<file path="src/rtl/add_seq_pkg.sv">
// add_seq_pkg: shared types and constants for the byte-serial adder sequencer.
//   state_e : sequencer states (IDLE, RUN, DONE)
//   BYTE_W  : width of the single shared adder slice
//   clog2   : ceiling log2, used to size the byte index
package add_seq_pkg;

    typedef enum logic [1:0] {
        IDLE = 2'd0,
        RUN  = 2'd1,
        DONE = 2'd2
    } state_e;

    localparam int BYTE_W = 8;

    // Ceiling log2; returns 0 for values of 0 or 1.
    function automatic int clog2(input int value);
        int v;
        int r;
        v = value - 1;
        r = 0;
        while (v > 0) begin
            r = r + 1;
            v = v >>> 1;
        end
        return r;
    endfunction

endpackage

</file>
<file path="src/rtl/add_seq_add8_rc.sv">
// add8_rc: combinational 8-bit ripple-carry adder built from 1-bit full adders.
//   x, y : addends
//   cin  : carry into bit 0
//   f    : 8-bit sum
//   cout : carry out of bit 7
module add8_rc
    import add_seq_pkg::*;
(
    input  logic [BYTE_W-1:0] x,
    input  logic [BYTE_W-1:0] y,
    input  logic              cin,
    output logic [BYTE_W-1:0] f,
    output logic              cout
);

    logic [BYTE_W:0] c;

    assign c[0] = cin;

    for (genvar i = 0; i < BYTE_W; i++) begin : g_fa
        assign f[i]   = x[i] ^ y[i] ^ c[i];
        assign c[i+1] = (x[i] & y[i]) | (c[i] & (x[i] ^ y[i]));
    end

    assign cout = c[BYTE_W];

endmodule

</file>
<file path="src/rtl/add_seq.sv">
// add_seq: NBYTES-byte adder that reuses one 8-bit ripple-carry adder,
// processing one byte per cycle, least significant byte first.
//
// Optional feature macro: ADD_SEQ_SUB_EN adds the 'sub' port; sub=1 computes
// a - b as a + ~b + 1 (cin ignored, cout=1 means no borrow).
//
// Ports:
//   clk, rst            : clock, synchronous active-high reset
//   in_valid / in_ready : operand handshake (in_ready only in IDLE)
//   a, b, cin [, sub]   : operands, sampled on the accepting edge only
//   out_valid/out_ready : result handshake (out_valid only in DONE)
//   sum, cout, ovf      : result, carry out of MSB, signed overflow
module add_seq
    import add_seq_pkg::*;
#(
    parameter int NBYTES = 4
) (
    input  logic                   clk,
    input  logic                   rst,
    input  logic                   in_valid,
    output logic                   in_ready,
    input  logic [8*NBYTES-1:0]    a,
    input  logic [8*NBYTES-1:0]    b,
    input  logic                   cin,
`ifdef ADD_SEQ_SUB_EN
    input  logic                   sub,
`endif
    output logic                   out_valid,
    input  logic                   out_ready,
    output logic [8*NBYTES-1:0]    sum,
    output logic                   cout,
    output logic                   ovf
);

    localparam int W     = BYTE_W * NBYTES;
    localparam int IDX_W = (NBYTES > 1) ? clog2(NBYTES) : 1;
    localparam logic [IDX_W-1:0] LAST_IDX = IDX_W'(NBYTES - 1);

    state_e            state_q, state_d;
    logic [W-1:0]      a_q, a_d;
    logic [W-1:0]      b_q, b_d;
    logic [W-1:0]      sum_q, sum_d;
    logic              carry_q, carry_d;
    logic [IDX_W-1:0]  idx_q, idx_d;
    logic              cout_q, cout_d;
    logic              ovf_q, ovf_d;

    logic [W-1:0]      b_eff_s;
    logic              cin_eff_s;
    logic [BYTE_W-1:0] add_x_s;
    logic [BYTE_W-1:0] add_y_s;
    logic [BYTE_W-1:0] add_f_s;
    logic              add_co_s;

    // Effective operands: subtraction is folded into the stored B and carry.
    always_comb begin
`ifdef ADD_SEQ_SUB_EN
        if (sub) begin
            b_eff_s   = ~b;
            cin_eff_s = 1'b1;
        end else begin
            b_eff_s   = b;
            cin_eff_s = cin;
        end
`else
        b_eff_s   = b;
        cin_eff_s = cin;
`endif
    end

    // Byte mux feeding the shared adder slice.
    always_comb begin
        add_x_s = a_q[idx_q*BYTE_W +: BYTE_W];
        add_y_s = b_q[idx_q*BYTE_W +: BYTE_W];
    end

    add8_rc u_add8 (
        .x    (add_x_s),
        .y    (add_y_s),
        .cin  (carry_q),
        .f    (add_f_s),
        .cout (add_co_s)
    );

    // Next-state and datapath update logic.
    always_comb begin
        state_d = state_q;
        a_d     = a_q;
        b_d     = b_q;
        sum_d   = sum_q;
        carry_d = carry_q;
        idx_d   = idx_q;
        cout_d  = cout_q;
        ovf_d   = ovf_q;
        case (state_q)
            IDLE: begin
                if (in_valid) begin
                    a_d     = a;
                    b_d     = b_eff_s;
                    carry_d = cin_eff_s;
                    idx_d   = '0;
                    state_d = RUN;
                end else begin
                    state_d = IDLE;
                end
            end
            RUN: begin
                sum_d[idx_q*BYTE_W +: BYTE_W] = add_f_s;
                carry_d = add_co_s;
                if (idx_q == LAST_IDX) begin
                    idx_d   = '0;
                    cout_d  = add_co_s;
                    // Bit 7 of the final byte is the MSB of the full result.
                    ovf_d   = (a_q[W-1] == b_q[W-1]) && (add_f_s[BYTE_W-1] != a_q[W-1]);
                    state_d = DONE;
                end else begin
                    idx_d   = idx_q + 1'b1;
                    state_d = RUN;
                end
            end
            DONE: begin
                if (out_ready) begin
                    state_d = IDLE;
                end else begin
                    state_d = DONE;
                end
            end
            default: begin
                state_d = IDLE;
            end
        endcase
    end

    // State and datapath registers with synchronous reset.
    always_ff @(posedge clk) begin
        if (rst) begin
            state_q <= IDLE;
            a_q     <= '0;
            b_q     <= '0;
            sum_q   <= '0;
            carry_q <= 1'b0;
            idx_q   <= '0;
            cout_q  <= 1'b0;
            ovf_q   <= 1'b0;
        end else begin
            state_q <= state_d;
            a_q     <= a_d;
            b_q     <= b_d;
            sum_q   <= sum_d;
            carry_q <= carry_d;
            idx_q   <= idx_d;
            cout_q  <= cout_d;
            ovf_q   <= ovf_d;
        end
    end

    assign in_ready  = (state_q == IDLE);
    assign out_valid = (state_q == DONE);
    assign sum       = sum_q;
    assign cout      = cout_q;
    assign ovf       = ovf_q;

endmodule
</file>
<file path="config.mk">
export PLATFORM = sky130hd
export DESIGN_NAME = add_seq
export DESIGN_NICKNAME = d
export VERILOG_FILES = /design/src/rtl/add_seq_pkg.sv /design/src/rtl/add_seq_add8_rc.sv /design/src/rtl/add_seq.sv
export SDC_FILE = /design/constraint.sdc
export NUM_CORES = 1
export LEC_CHECK = 0
export ABC_AREA = 1
export BUFFER_PORTS_ARGS = -buffer_cell sky130_fd_sc_hd__buf_4
export CAP_MARGIN = 20
export CORE_MARGIN = 8
export CORE_UTILIZATION = 49
export CTS_CLUSTER_DIAMETER = 120
export DETAILED_ROUTE_END_ITERATION = 12
export PLACE_DENSITY = 0.75
export RECOVER_POWER = 100
export SLEW_MARGIN = 20
export SYNTH_ARGS = -nofsm -noshare
export SYNTH_HDL_FRONTEND = slang
export SYNTH_SLANG_ARGS = --single-unit
</file>
<file path="constraint.sdc">
create_clock -name clk -period 4.7 [get_ports clk]
set_input_delay 0.94 -clock clk [delete_from_list [all_inputs] [get_ports clk]]
set_output_delay 0.94 -clock clk [all_outputs]
set_load 0.01 [all_outputs]
</file>
==> metrics.txt, run 1 <==
# TYPE chip_impl_metric gauge
chip_impl_metric{name="report.final.slew_viol_count",unit=""} 132
chip_impl_metric{name="io-pin-count",unit=""} 105
chip_impl_metric{name="post-synth-top-area-fraction",unit=""} 0.446
chip_impl_metric{name="cts.htree.levels",unit=""} 3
chip_impl_metric{name="required",unit="ns"} 4.95
chip_impl_metric{name="layout_cell_share_with_drive_strength_beyond_1",unit=""} 0.137
chip_impl_metric{name="crit_path_max_incr_delay",unit="ns"} 0.49
chip_impl_metric{name="min_period",unit="ns"} 4.44
chip_impl_info{name="root_buffer",value="clkbuf_8"} 1
chip_impl_metric{name="post-layout-total-power",unit="W"} 0.00187
chip_impl_metric{name="flip_flop_and_latch_area",unit="sq um"} 2060
chip_impl_metric{name="timing.critical_path.buf_inv",unit=""} 2
chip_impl_metric{name="power_switching",unit="W"} 0.000541
chip_impl_info{name="worstSetupStartpoint",value="idx_q[1]"} 1
chip_impl_metric{name="fin_tns_setup",unit="ns"} 0
chip_impl_metric{name="finalCritPeriodShare",unit=""} 0.946
chip_impl_metric{name="design.die.area",unit="sq um"} 12800
chip_impl_info{name="worstSetupStartpointType",value="flip-flop"} 1
chip_impl_info{name="mostFrequentLayoutCell",value="nor2_1"} 1
chip_impl_metric{name="clock_path_buffers",unit=""} 2
chip_impl_metric{name="die_height",unit="microns"} 113
chip_impl_metric{name="routed_wl",unit="mm"} 12.1
chip_impl_metric{name="footprint_of_the_multi_input_gates",unit="sq um"} 2170
chip_impl_metric{name="grt.total_usage",unit=""} 0.187
chip_impl_metric{name="grt_overflow",unit=""} 0
chip_impl_metric{name="power.clock.fraction",unit=""} 0.316
chip_impl_metric{name="max_slew.worst_pin.slew",unit="ns"} 2.06
chip_impl_metric{name="detailroute.via_count",unit=""} 4320
chip_impl_metric{name="clk-insertion-delay-late",unit="ns"} 0.37
chip_impl_metric{name="timing.slew.headroom",unit=""} -0.374
chip_impl_metric{name="clk_transition_reported_paths",unit="ns"} 0.10
chip_impl_metric{name="syn_to_final_growth",unit="%"} 18.4
chip_impl_metric{name="fp.coreArea",unit="sq um"} 9200
chip_impl_info{name="synth_largest_area_cell",value="dfxtp_1"} 1
chip_impl_metric{name="detailedPlacementHpwl",unit="mm"} 9.19
chip_impl_info{name="crit_path_end_kind",value="flip-flop"} 1
chip_impl_metric{name="p_leak",unit="nW"} 2.34
chip_impl_info{name="status",value="complete, but fails checks"} 1
chip_impl_metric{name="fmaxAchievable",unit="MHz"} 225
chip_impl_info{name="failed_checks",value="capacitance limit, slew limit"} 1
chip_impl_metric{name="drt_iter0_markers",unit=""} 243
chip_impl_info{name="layout_common_cells",value="nor2_1, o21ai_0, dfxtp_1"} 1
chip_impl_metric{name="synth.yosys.seq_area_share",unit=""} 0.446
chip_impl_metric{name="cts_buffers",unit=""} 9
chip_impl_metric{name="final-setup-viol-count",unit=""} 0
chip_impl_metric{name="place_congestion",unit=""} 0.911
chip_impl_metric{name="max-cap-violations",unit=""} 2
chip_impl_metric{name="fin_nets",unit=""} 813
chip_impl_metric{name="number_of_clock_sinks",unit=""} 103
chip_impl_metric{name="via_per_inst",unit=""} 5.11
chip_impl_metric{name="power.combinational.fraction",unit=""} 0.168
chip_impl_metric{name="global_route_wire_length_before_repair",unit="mm"} 19.7
chip_impl_metric{name="fp.dieW",unit="microns"} 113
chip_impl_metric{name="pwr-share-seq",unit=""} 0.515
chip_impl_metric{name="starting_density_of_the_core",unit=""} 0.502
chip_impl_metric{name="timing.clock.skew",unit="ns"} 0.0108
chip_impl_metric{name="finalCoreUtilization",unit=""} 0.595
chip_impl_info{name="tritoncts",value="built"} 1
chip_impl_metric{name="swShare",unit=""} 0.290
chip_impl_info{name="holdCritPathClass",value="reg2reg"} 1
chip_impl_metric{name="placement.setup.worst_slack",unit="ns"} 0.274
chip_impl_metric{name="post_synth_inst_count",unit=""} 642
chip_impl_metric{name="drt_first_pass_iters",unit=""} 4
chip_impl_info{name="path_class",value="reg2reg"} 1
chip_impl_metric{name="ys_ff_latch",unit=""} 103
chip_impl_info{name="regToRegStartpoint",value="idx_q[1]"} 1
chip_impl_info{name="timing.critical_path.cells",value="o21ai_0 -> nor2_1 -> a21oi_1 -> fa_1 -> fa_1 -> fa_1 -> fa_1 -> fa_1 -> fa_1 -> inv_1 -> fa_1 -> fa_1 -> inv_1 -> nor2_1 -> nand2_1 -> nor2_1 -> nor2_1 -> nor2_1"} 1
chip_impl_metric{name="route.detailed.wl_per_inst",unit="microns"} 14.3
chip_impl_metric{name="netlist_area",unit="sq um"} 4620
chip_impl_metric{name="post_synthesis_mean_instance_area",unit="sq um"} 7.20
chip_impl_info{name="critical_path.top_delay_family",value="adder cells"} 1
chip_impl_metric{name="port_buffers",unit=""} 104
chip_impl_metric{name="initial_antenna_violation_count",unit=""} 0
chip_impl_metric{name="setup_slack",unit="ns"} 0.256
chip_impl_metric{name="grt_pass1_vias",unit=""} 4208
chip_impl_metric{name="grt_start_max_net_pins",unit=""} 81
chip_impl_metric{name="synth.net_count",unit=""} 725
chip_impl_metric{name="worst_ir_drop_vdd",unit="mV"} 0.166
chip_impl_metric{name="remaining_drc_errors",unit=""} 0
chip_impl_metric{name="path_max_fanout",unit=""} 11
chip_impl_metric{name="rows",unit=""} 35
chip_impl_metric{name="p_int",unit="W"} 0.00133
chip_impl_info{name="grt_setup_unrepaired",value="false"} 1
chip_impl_metric{name="hold_bufs_inserted_after_cts",unit=""} 0
chip_impl_metric{name="fillers",unit=""} 889
chip_impl_info{name="cpMostUsedCell",value="fa_1"} 1
chip_impl_metric{name="antenna_left",unit=""} 0
chip_impl_metric{name="synth_warnings",unit=""} 0
chip_impl_metric{name="cellPowerDensity",unit="nW/um^2"} 341
chip_impl_metric{name="synthDistinctLibCells",unit=""} 26
chip_impl_metric{name="ant_diodes",unit=""} 0
chip_impl_info{name="worst_path_max_delay_cell",value="dfxtp_1"} 1
chip_impl_info{name="hp-start",value="cout"} 1
chip_impl_metric{name="timing.critical_path.arrival",unit="ns"} 4.70
chip_impl_metric{name="timing.final.hold_violations",unit=""} 0
chip_impl_info{name="yosys-top-cells-area",value="dfxtp_1, nor2_1, o21ai_0, a21oi_1, nand2_1"} 1
[final timing paths]
check	depth (start not counted)	end	slack (ns)
max	18	sum[15]	0.26
min	2	cout	0.47
max reg2reg	18	sum[15]	0.26
min reg2reg	2	cout	0.47
[per-layer routing]
layer | track usage | routed length (microns) | vias to the layer above
li1 | - | - | 2228
met1 | 0.241 | 5740 | 1963
met2 | 0.298 | 5530 | 111
met3 | 0.0399 | 599 | 18
met4 | 0.0755 | 215 | 0
met5 | 0 | 0 | -
[flip-flops by register name, indices dropped and copies added, names as in the netlist]
signal	flops
sum	32
cout	1
state_q	2
carry_q	1
a_q	32
idx_q	2
ovf	1
b_q	32
[final cells by class]
| cell class | count | share of cell area |
|---|---|---|
| clock buffer | 10 | 0.0251 |
| clock inverter | 6 | 0.0139 |
| inverter | 46 | 0.0316 |
| multi-input combinational | 458 | 0.397 |
| sequential | 103 | 0.377 |
| tap | 111 | 0.0254 |
| timing repair buffer | 112 | 0.130 |
[cells by family (layout without fill, tap and decap cells)]
family	count (synthesis)	after routing	share of synthesized area
AOI/OAI and AO/OA	164	164	0.180
buffers and inverters	81	174	0.0793
and+or+nand+nor	280	280	0.244
DFF	103	103	0.446
adders and majority gates	14	14	0.0509
[through the flow]
| step | instances | cell area, sq um | hold slack [ns] |
|---|---|---|---|
| 2_1_floorplan | 642 | 4620 | 0.424 |
| 3_3_place_gp | 830 | 5410 | 0.444 |
| 3_5_place_dp | 830 | 5410 | 0.452 |
| 4_1_cts | 846 | 5620 | 0.466 |
| 5_1_grt | 846 | 5470 | 0.486 |
| 6_report | 846 | 5470 | 0.466 |
[timing repair]
action	in CTS	in global routing
buffers inserted	0	0
gates resized for setup	0	1
endpoints found under the setup margin	0	1
[worst reg2reg max path: stages (launching register included)]
cell and delay [ns]:
dfxtp_1 0.49, o21ai_0 0.15, nor2_1 0.10, a21oi_1 0.06, fa_1 0.42, fa_1 0.39, fa_1 0.39, fa_1 0.39
fa_1 0.39, fa_1 0.37, inv_1 0.08, fa_1 0.19, fa_1 0.47, inv_1 0.10, nor2_1 0.06, nand2_1 0.08
nor2_1 0.05, nor2_1 0.11, nor2_1 0.05
[cells in the mapped netlist (all sizes together)]
cell type,instances
nand4,1
o22ai,4
nor3,1
dfxtp,103
inv,45
clkbuf,18
ha,6
buf,17
a21oi,55
nand3,16
fa,8
clkinv,1
nor2,191
nand2,71
o21ai,105
[power groups by stage]
stage / clock network (W) / registers, W / logic (W)
6_report: 0.000591 / 0.000962 / 0.000314
5_1_grt: 0.000639 / 0.000968 / 0.000355
3_3_place_gp: 0 / 0.000982 / 0.000311
3_5_place_dp: 0 / 0.000982 / 0.000318
2_1_floorplan: 0 / 0.000971 / 0.000215
4_1_cts: 0.000603 / 0.000962 / 0.000319
No activity file was read; power rests on OpenSTA's default activity.
==> inputs of run 2 (changes only) <==
CORE_UTILIZATION = 50   (was 49)
CTS_BUF_LIST = sky130_fd_sc_hd__clkbuf_2 sky130_fd_sc_hd__clkbuf_4 sky130_fd_sc_hd__clkbuf_8   (was default)
PLACE_DENSITY = 0.77   (was 0.75)
==> run 2 against run 1 <==
- the flow still finishes with violations (capacitance limit, slew limit)
- worst hold slack lost 0.0078 ns
- flip-flop and latch count unchanged
- register-to-register slack hardly changed
- clock power decreased by 1%
- global-route usage grew 0.36 points
- maximum frequency is 0.24% higher
- sequential power barely moved
- count of clock-buffer cells in the layout up 1
- final cell count grew 0.35%
- highest routed layer unchanged
==> metrics.txt, run 2 (synthesis results as in run 1) <==
# TYPE chip_impl_metric gauge
chip_impl_metric{name="clk_transition_reported_paths",unit="ns"} 0.10
chip_impl_metric{name="p_int",unit="W"} 0.00133
chip_impl_metric{name="cts.htree.levels",unit=""} 3
chip_impl_metric{name="finalCritPeriodShare",unit=""} 0.943
chip_impl_metric{name="fmaxAchievable",unit="MHz"} 226
chip_impl_info{name="tritoncts",value="built"} 1
chip_impl_info{name="holdCritPathClass",value="reg2reg"} 1
chip_impl_info{name="root_buffer",value="clkbuf_8"} 1
chip_impl_metric{name="required",unit="ns"} 4.95
chip_impl_metric{name="rows",unit=""} 35
chip_impl_metric{name="design.die.area",unit="sq um"} 12600
chip_impl_metric{name="fin_nets",unit=""} 816
chip_impl_metric{name="min_period",unit="ns"} 4.43
chip_impl_metric{name="max-cap-violations",unit=""} 1
chip_impl_metric{name="flip_flop_and_latch_area",unit="sq um"} 2060
chip_impl_info{name="worstSetupStartpointType",value="flip-flop"} 1
chip_impl_metric{name="grt_pass1_vias",unit=""} 4136
chip_impl_info{name="failed_checks",value="capacitance limit, slew limit"} 1
chip_impl_metric{name="cts_buffers",unit=""} 9
chip_impl_metric{name="report.final.slew_viol_count",unit=""} 81
chip_impl_info{name="path_class",value="reg2reg"} 1
chip_impl_metric{name="remaining_drc_errors",unit=""} 0
chip_impl_metric{name="max_slew.worst_pin.slew",unit="ns"} 1.94
chip_impl_info{name="crit_path_end_kind",value="flip-flop"} 1
chip_impl_metric{name="global_route_wire_length_before_repair",unit="mm"} 19.9
chip_impl_metric{name="ant_diodes",unit=""} 0
chip_impl_metric{name="dpl-instance-area",unit="sq um"} 5430
chip_impl_metric{name="timing.critical_path.arrival",unit="ns"} 4.69
chip_impl_info{name="status",value="complete, but fails checks"} 1
chip_impl_metric{name="fillers",unit=""} 891
chip_impl_metric{name="fin_tns_setup",unit="ns"} 0
chip_impl_metric{name="die_height",unit="microns"} 112
chip_impl_metric{name="grt_overflow",unit=""} 0
chip_impl_metric{name="number_of_clock_sinks",unit=""} 103
chip_impl_metric{name="starting_density_of_the_core",unit=""} 0.507
chip_impl_metric{name="layoutNonFillerInstCount",unit=""} 849
chip_impl_metric{name="worst_ir_drop_vdd",unit="mV"} 0.187
chip_impl_metric{name="timing.slew.headroom",unit=""} -0.293
chip_impl_metric{name="antenna_left",unit=""} 0
chip_impl_info{name="layout_common_cells",value="nor2_1, o21ai_0, dfxtp_1"} 1
chip_impl_metric{name="port_buffers",unit=""} 104
chip_impl_metric{name="footprint_of_the_multi_input_gates",unit="sq um"} 2180
chip_impl_metric{name="p_leak",unit="nW"} 2.35
chip_impl_metric{name="power_switching",unit="W"} 0.000535
chip_impl_metric{name="cellPowerDensity",unit="nW/um^2"} 340
chip_impl_metric{name="post-route-cell-area",unit="sq um"} 5490
chip_impl_metric{name="grt.total_usage",unit=""} 0.191
chip_impl_metric{name="final-setup-viol-count",unit=""} 0
chip_impl_metric{name="detailedPlacementHpwl",unit="mm"} 9.22
chip_impl_metric{name="timing.final.hold_violations",unit=""} 0
chip_impl_metric{name="fp.dieW",unit="microns"} 112
chip_impl_metric{name="postCtsSetupRepairBufs",unit=""} 0
chip_impl_metric{name="route.detailed.wl_per_inst",unit="microns"} 14.3
chip_impl_metric{name="drt_first_pass_iters",unit=""} 5
chip_impl_metric{name="io-pin-count",unit=""} 105
chip_impl_metric{name="grt_start_max_net_pins",unit=""} 81
chip_impl_metric{name="timing.clock.skew",unit="ns"} 0.0131
chip_impl_metric{name="path_max_fanout",unit=""} 15
chip_impl_info{name="grt_setup_unrepaired",value="false"} 1
chip_impl_metric{name="place_congestion",unit=""} 0.851
chip_impl_metric{name="via_per_inst",unit=""} 5.08
chip_impl_metric{name="clk-insertion-delay-late",unit="ns"} 0.36
chip_impl_metric{name="layout_cell_share_with_drive_strength_beyond_1",unit=""} 0.144
chip_impl_metric{name="syn_to_final_growth",unit="%"} 18.9
chip_impl_metric{name="clock_path_buffers",unit=""} 2
chip_impl_metric{name="hold_bufs_inserted_after_cts",unit=""} 0
chip_impl_metric{name="power.combinational.fraction",unit=""} 0.171
chip_impl_metric{name="detailroute.via_count",unit=""} 4311
chip_impl_metric{name="routed_wl",unit="mm"} 12.1
chip_impl_metric{name="pwr-share-seq",unit=""} 0.516
chip_impl_metric{name="fp.coreArea",unit="sq um"} 9110
chip_impl_metric{name="drt_iter0_markers",unit=""} 271
chip_impl_metric{name="power.clock.fraction",unit=""} 0.314
chip_impl_metric{name="place_inst",unit=""} 833
chip_impl_info{name="mostFrequentLayoutCell",value="nor2_1"} 1
chip_impl_metric{name="swShare",unit=""} 0.287
chip_impl_metric{name="initial_antenna_violation_count",unit=""} 0
run 2: layout make-up:
cell class / count / area share
Clock buffer: 11 / 0.0264
Clock inverter: 5 / 0.0118
Inverter: 46 / 0.0314
Multi-Input combinational cell: 458 / 0.397
Sequential cell: 103 / 0.376
Tap cell: 111 / 0.0253
Timing Repair Buffer: 115 / 0.133
run 2: routing by layer:
metal	track usage	wire (microns)	up-vias
li1	-	-	2226
met1	0.244	5580	1947
met2	0.314	5730	122
met3	0.0413	614	16
met4	0.0612	186	0
met5	0	0	-
run 2: worst paths after layout:
kind / start / endpoint / slack, ns / cells after the start
hold / removal: b_q[3] / b_q[3] / 0.46 / 2
hold reg to reg: b_q[3] / b_q[3] / 0.46 / 2
setup reg to reg: idx_q[0] / sum[15] / 0.27 / 18
setup / recovery: idx_q[0] / sum[15] / 0.27 / 18
run 2: power groups by stage:
stage | clock, W | combinational (W) | sequential (W)
5_1_grt | 0.000633 | 0.000358 | 0.000969
3_3_place_gp | 0 | 0.000313 | 0.000980
3_5_place_dp | 0 | 0.000321 | 0.000982
4_1_cts | 0.000591 | 0.000323 | 0.000962
6_report | 0.000585 | 0.000318 | 0.000962
2_1_floorplan | 0 | 0.000215 | 0.000971
run 2: through the flow:
stage,worst slack (ns),total power (W),hold WS (ns),util
2_1_floorplan,0.277,0.00119,0.424,-
3_3_place_gp,0.280,0.00129,0.439,0.596
3_5_place_dp,0.207,0.00130,0.442,0.596
4_1_cts,0.195,0.00188,0.457,0.619
5_1_grt,0.00854,0.00196,0.488,0.603
6_report,0.267,0.00187,0.458,0.603
run 2: worst max-delay path: stages (launching register included):
cell     delay (ns)
dfxtp_2        0.39
buf_4          0.19
o21ai_0        0.17
a21oi_1        0.10
fa_1           0.40
fa_1           0.40
fa_1           0.39
fa_1           0.39
fa_1           0.40
fa_1           0.36
inv_1          0.07
fa_1           0.18
fa_2           0.48
inv_1          0.09
nor2_1         0.06
nand2_1        0.07
nor2_1         0.04
nor2_1         0.09
nor2_1         0.04
run 2: repair_timing:
item	in CTS	in global routing
setup endpoints to repair	0	2
gates resized for setup	0	3
endpoints found under the hold margin	0	0
